$ cat src/rtl/multichannel_window_energy.sv
// Sliding-window energy detector for time-multiplexed multi-channel samples.
// Each sample is biased, saturated, squared and folded into a per-channel running window sum.
module multichannel_window_energy #(
  parameter int SAMPLE_WIDTH = 16,
  parameter int ENERGY_WIDTH = 32,
  parameter int CHANNELS     = 2,
  parameter int DEPTH_LOG2   = 4,
  parameter int HOP          = 1,
  parameter int SIGNAL_BIAS  = -32,
  parameter int MEAN_MODE    = 0,
  localparam int CH_W        = (CHANNELS > 1) ? $clog2(CHANNELS) : 1
) (
  input  logic                           clock,
  input  logic                           resetn,
  input  logic signed [SAMPLE_WIDTH-1:0] sample_data,
  input  logic [CH_W-1:0]                sample_channel,
  input  logic                           sample_valid,
  output logic                           sample_ready,
  output logic [ENERGY_WIDTH-1:0]        energy_data,
  output logic [CH_W-1:0]                energy_channel,
  output logic                           energy_saturated,
  output logic                           energy_valid,
  input  logic                           energy_ready,
  output logic [1:0]                     debug_state
);

  localparam int SQ_W   = 2 * SAMPLE_WIDTH;
  localparam int SUM_W  = SQ_W + DEPTH_LOG2;
  localparam int FILL_W = DEPTH_LOG2 + 1;
  localparam int ADDR_W = CH_W + DEPTH_LOG2;
  localparam int WIDE   = (SUM_W > ENERGY_WIDTH) ? SUM_W : ENERGY_WIDTH;
  localparam logic [FILL_W-1:0] DEPTH     = FILL_W'(1 << DEPTH_LOG2);
  localparam logic [FILL_W-1:0] HOP_LAST  = FILL_W'(HOP - 1);
  localparam logic [CH_W:0]     CH_LIMIT  = (CH_W + 1)'(CHANNELS);
  localparam logic [WIDE-1:0]   E_MAX     = WIDE'({ENERGY_WIDTH{1'b1}});

  typedef enum logic [1:0] {IDLE, SQUARE, UPDATE, EMIT} state_t;

  // Handshakes: a transfer happens on a rising edge where valid and ready are
  // both high; a valid source holds its data stable until that edge.
  state_t state, state_next;

  logic signed [SAMPLE_WIDTH-1:0] data_q;
  logic [CH_W-1:0]                ch_q;
  logic [SQ_W-1:0]                sq_q;
  logic [SQ_W-1:0]                old_q;
  logic [SUM_W-1:0]               new_sum_q;
  logic [SUM_W-1:0]               sum_r  [CHANNELS];
  logic [FILL_W-1:0]              fill_r [CHANNELS];
  logic [FILL_W-1:0]              hop_r  [CHANNELS];
  logic [DEPTH_LOG2-1:0]          ptr_r  [CHANNELS];
  logic [SQ_W-1:0]                ram    [2**ADDR_W];

  logic                           accept, ch_ok, slot_free;
  logic signed [SAMPLE_WIDTH:0]   biased_wide;
  logic signed [SAMPLE_WIDTH-1:0] biased;
  logic signed [SQ_W-1:0]         product;
  logic [SQ_W-1:0]                old_val;
  logic [SUM_W-1:0]               new_sum, scaled;
  logic [FILL_W-1:0]              fill_next;
  logic                           emit_due, over;
  logic [WIDE-1:0]                wide_val;
  logic [ADDR_W-1:0]              ram_addr;

  assign debug_state = state;
  assign accept      = (state == IDLE) && sample_valid && sample_ready;
  assign ch_ok       = {1'b0, sample_channel} < CH_LIMIT;
  assign slot_free   = !energy_valid || energy_ready;
  assign ram_addr    = {ch_q, ptr_r[ch_q]};

  always_comb begin
    biased_wide = {data_q[SAMPLE_WIDTH-1], data_q} + (SAMPLE_WIDTH + 1)'(SIGNAL_BIAS);
    biased      = biased_wide[SAMPLE_WIDTH-1:0];
    if (biased_wide[SAMPLE_WIDTH] != biased_wide[SAMPLE_WIDTH-1])
      biased = biased_wide[SAMPLE_WIDTH] ? {1'b1, {(SAMPLE_WIDTH-1){1'b0}}}
                                         : {1'b0, {(SAMPLE_WIDTH-1){1'b1}}};
    product = SQ_W'(biased) * SQ_W'(biased);
  end

  // Slots not yet written since reset read as zero until the window is full.
  always_comb begin
    old_val   = (fill_r[ch_q] == DEPTH) ? old_q : '0;
    new_sum   = sum_r[ch_q] + SUM_W'(sq_q) - SUM_W'(old_val);
    fill_next = (fill_r[ch_q] == DEPTH) ? fill_r[ch_q] : fill_r[ch_q] + FILL_W'(1);
    emit_due  = (fill_next == DEPTH) &&
                ((fill_r[ch_q] == DEPTH - FILL_W'(1)) || (hop_r[ch_q] == HOP_LAST));
    scaled    = (MEAN_MODE != 0) ? (new_sum_q >> DEPTH_LOG2) : new_sum_q;
    wide_val  = WIDE'(scaled);
    over      = wide_val > E_MAX;
  end

  always_comb begin
    state_next = state;
    case (state)
      IDLE:    if (accept && ch_ok) state_next = SQUARE;
      SQUARE:  state_next = UPDATE;
      UPDATE:  state_next = emit_due ? EMIT : IDLE;
      EMIT:    if (slot_free) state_next = IDLE;
      default: state_next = IDLE;
    endcase
  end

  always_ff @(posedge clock or negedge resetn) begin
    if (!resetn) state <= IDLE;
    else         state <= state_next;
  end

  always_ff @(posedge clock or negedge resetn) begin
    if (!resetn) begin
      sample_ready     <= 1'b0;
      data_q           <= '0;
      ch_q             <= '0;
      sq_q             <= '0;
      new_sum_q        <= '0;
      energy_data      <= '0;
      energy_channel   <= '0;
      energy_saturated <= 1'b0;
      energy_valid     <= 1'b0;
      for (int i = 0; i < CHANNELS; i++) begin
        sum_r[i]  <= '0;
        fill_r[i] <= '0;
        hop_r[i]  <= '0;
        ptr_r[i]  <= '0;
      end
    end else begin
      // An out-of-range channel is consumed and dropped, costing one ready-low cycle.
      sample_ready <= (state_next == IDLE) && !(accept && !ch_ok);
      case (state)
        IDLE: if (accept && ch_ok) begin
          data_q <= sample_data;
          ch_q   <= sample_channel;
        end
        SQUARE: sq_q <= $unsigned(product);
        UPDATE: begin
          sum_r[ch_q]  <= new_sum;
          new_sum_q    <= new_sum;
          ptr_r[ch_q]  <= ptr_r[ch_q] + DEPTH_LOG2'(1);
          fill_r[ch_q] <= fill_next;
          if (emit_due)               hop_r[ch_q] <= '0;
          else if (fill_next == DEPTH) hop_r[ch_q] <= hop_r[ch_q] + FILL_W'(1);
        end
        default: ;
      endcase
      if (state == EMIT && slot_free) begin
        energy_data      <= over ? '1 : wide_val[ENERGY_WIDTH-1:0];
        energy_saturated <= over;
        energy_channel   <= ch_q;
        energy_valid     <= 1'b1;
      end else if (energy_ready) begin
        energy_valid <= 1'b0;
      end
    end
  end

  always_ff @(posedge clock) begin
    if (state == SQUARE) old_q <= ram[ram_addr];
    if (state == UPDATE) ram[ram_addr] <= sq_q;
  end

endmodule

$ cat config.mk
export PLATFORM = sky130hd
export DESIGN_NAME = multichannel_window_energy
export DESIGN_NICKNAME = d
export VERILOG_FILES = /design/src/rtl/multichannel_window_energy.sv
export SDC_FILE = /design/constraint.sdc
export NUM_CORES = 2
export LEC_CHECK = 0
export CORE_MARGIN = 2
export CORE_UTILIZATION = 33
export DETAILED_ROUTE_END_ITERATION = 6
export RECOVER_POWER = 100
export REMOVE_ABC_BUFFERS = 1
export SETUP_SLACK_MARGIN = 0.02
export SKIP_CTS_REPAIR_TIMING = 1
export SYNTH_ARGS = -nofsm -noshare
export SYNTH_HDL_FRONTEND = slang
export SYNTH_SLANG_ARGS = --single-unit
$ cat constraint.sdc
create_clock -name clock -period 6.9 [get_ports clock]
set_input_delay 1.725 -clock clock [delete_from_list [all_inputs] [get_ports clock]]
set_output_delay 1.725 -clock clock [all_outputs]
set_load 0.03 [all_outputs]
==> run metrics <==
setup violators final=17; Tmin final=7.180 ns; Placer Congestion=0.8804; most common cell after layout, fill and taps aside=edfxtp_1; slowest stage delay, CP=0.63 ns; TritonCTS buffer count=137; FP Rows=157; final total negative setup slack=-2.011 ns; CP Max Fanout=8; count of cell types in the netlist=84; Port Buffers=58; ratio of cells with drive above 1 in the final layout=0.1677; YS warnings=0; post-route DRC violation count=0; Tot GR Track Use=0.1748; largest net degree at the start of global routing=160; Slew headroom=-2.252; status=complete, but fails checks; Routed Antenna Nets=0; worst min-delay path class=reg -> reg; vias per inst=5.101; final hold vios=0; first-pass GRT wire length=243900 um; core area=182700 um^2; Area contributors post-synth=edfxtp_1 51%, dfrtp_1 9.2%, fa_1 8.8%, nand2_1 5.5%, mux4_2 4.4%; iteration count of the initial detailed-routing pass=5; grt ovf=0; Die Ht=432.1 um; vias in the first global route=38200; CP startpoint=data_q[9]; Crit. End Element=register; Initial Util=0.3311; WL/cell=21.95 um; fin crit share=1.041; Buf/Inv on CP=5; Synth Area in Simple Gates=0.1057; failing checks=max-capacitance violations, max-slew violations, negative setup slack; Max Slew Vio Count=837; asr flop ratio synth=0.1783; antenna violations before repair=1; # fillers=17170; htree depth=4; max-cap viol count=22; Post-synth EDFFs=1023; FMAX=139.3 MHz; Seq/Total Area, Yosys=0.5997; area leader, netlist=edfxtp_1; routed vias=38060; Layout Skew=0.02712 ns; Critical Path Source Type=register; DRT iter0 DRCs=3559; crit path max-delay cell type=fa_2; post-layout net count=5390; Post-Syn Area=60480 um^2; Worst R2R Setup Slack=-0.28 ns; CP Class=reg -> reg; # clock sinks=1245; compound-cell area share of the yosys netlist=0.06769; Mapped Cells=4646; CTS Buffer Depth=3; largest family of logic cells by synthesized area=adder cells; Worst Slack Setup Final=-0.2803 ns; delay-heaviest family, CP=adder cells; most frequent cells in the layout=1023 x edfxtp_1, 881 x nand2_1, 427 x inv_1; HPWL after DPL=104200 um; I/O pins=59; clk slew on worst S/H paths=0.05 ns; post-synthesis mux area share=0.05587; leading register cell type out of synthesis=edfxtp_1; worst r2r src=data_q[9]; #FFs+latches synth=1245; Synth Area in Adders=0.1158; Hold Startpoint=fill_r[0]; unrepaired setup endpoints after global routing=true; WP data arrival=7.87 ns; Root Buffer=clkbuf_16; Die X=432.1 um; worst-margin pin slew=4.877 ns; drt total wl=163700 um; syn avg cell area=13.02 um^2; WP data required=7.59 ns; CTS tree=done; xor/xnor cell area share of the yosys netlist=0.01173; Hold Worst Slack=0.4708 ns; top cell type's share of synthesized area=0.5079; DIE AREA=186700 um^2; clk_lat worst skew=0.78 ns; synthesis-to-finish area growth=17.75%
[per-stage QoR]
stage                 util  area [um^2]  setup WS [ns]  std cells
finish              0.3899        71220        -0.2803       7461
global route        0.3899        71220        -0.5216       7461
CTS                 0.3869        70690        -0.5927       7447
detailed placement  0.3624        66200        -0.5758       7202
global placement    0.3624        66200        -0.4671       7202
floorplan                -        59550         -11.57       4424
[area by class of cell]
class                           instances  area, um^2  area share
Clock inverter                         71       774.5     0.01087
Sequential cell                      1245       36270      0.5093
Clock buffer                          174        3711     0.05211
Antenna cell                            1       2.502  0.00003514
Tap cell                             2385        2984     0.04190
Timing Repair Buffer                  406        3333     0.04680
Multi-Input combinational cell       2729       22420      0.3148
Inverter                              450        1719     0.02414
[worst paths after layout]
check                           depth (start not counted)         to
worst max-delay path                                   26   sq_q[31]
worst min-delay path                                    1  fill_r[0]
worst max register to register                         26   sq_q[31]
worst min register to register                          1  fill_r[0]
max in group asynchronous                               2   sq_q[31]
min in group asynchronous                               1  sum_r[71]
[cells in the mapped netlist (all sizes together) (9+ instances only)]
master  number
edfxtp    1023
nand2      894
inv        448
fa         266
dfrtp      222
nand3      202
o21ai      175
clkbuf     149
nor2       141
ha         134
mux4       118
a311oi      95
and3        79
buf         73
a21oi       65
a22oi       59
a31oi       54
mux2i       49
xnor2       46
and2        43
xor2        35
a211o       32
a21o        31
nor3        30
mux2        18
a211oi      15
nand2b      15
nor2b       15
o21a        15
o31ai       14
o211ai      11
a31o        10
or3          9
[worst register-to-register path, delay by kind of cell (launching register included)]
kind	cells	cell delay [ns]
AND/OR/NAND/NOR	10	2.18
AO/OA/AOI/OAI	4	0.83
buffers and inverters	5	0.50
flip-flops	1	0.37
adder cells (fa/ha/maj)	7	3.24
[cells by family after synthesis]
kind of cell / Yosys count
flip-flops: 1245
AND/OR/NAND/NOR: 1460
buffers and inverters: 672
multiplexers: 185
XOR/XNOR: 81
AO/OA/AOI/OAI: 603
adder cells (fa/ha/maj): 400
[flip-flops by register name, summed over array words and instances (netlist names)]
| signal | count |
|---|---|
| sample_ready | 1 |
| old_q | 31 |
| data_q | 16 |
| ram | 992 |
| energy_saturated | 1 |
| energy_data | 32 |
| new_sum_q | 36 |
| debug_state | 2 |
| sum_r | 72 |
| energy_channel | 1 |
| sq_q | 31 |
| fill_r | 10 |
| ptr_r | 8 |
| ch_q | 1 |
| hop_r | 10 |
| energy_valid | 1 |
[routing by layer]
layer / vias up / GRT usage / wire (um)
met1: 19460 / 0.2278 / 67300
met5: - / 0 / 0
met4: 0 / 0.06116 / 5197
met3: 257 / 0.03493 / 11210
met2: 1248 / 0.2899 / 80030
li1: 17100 / - / -
Power is not shown: default switching activity piles up to over one toggle a cycle in this logic, so the estimate is an artifact.
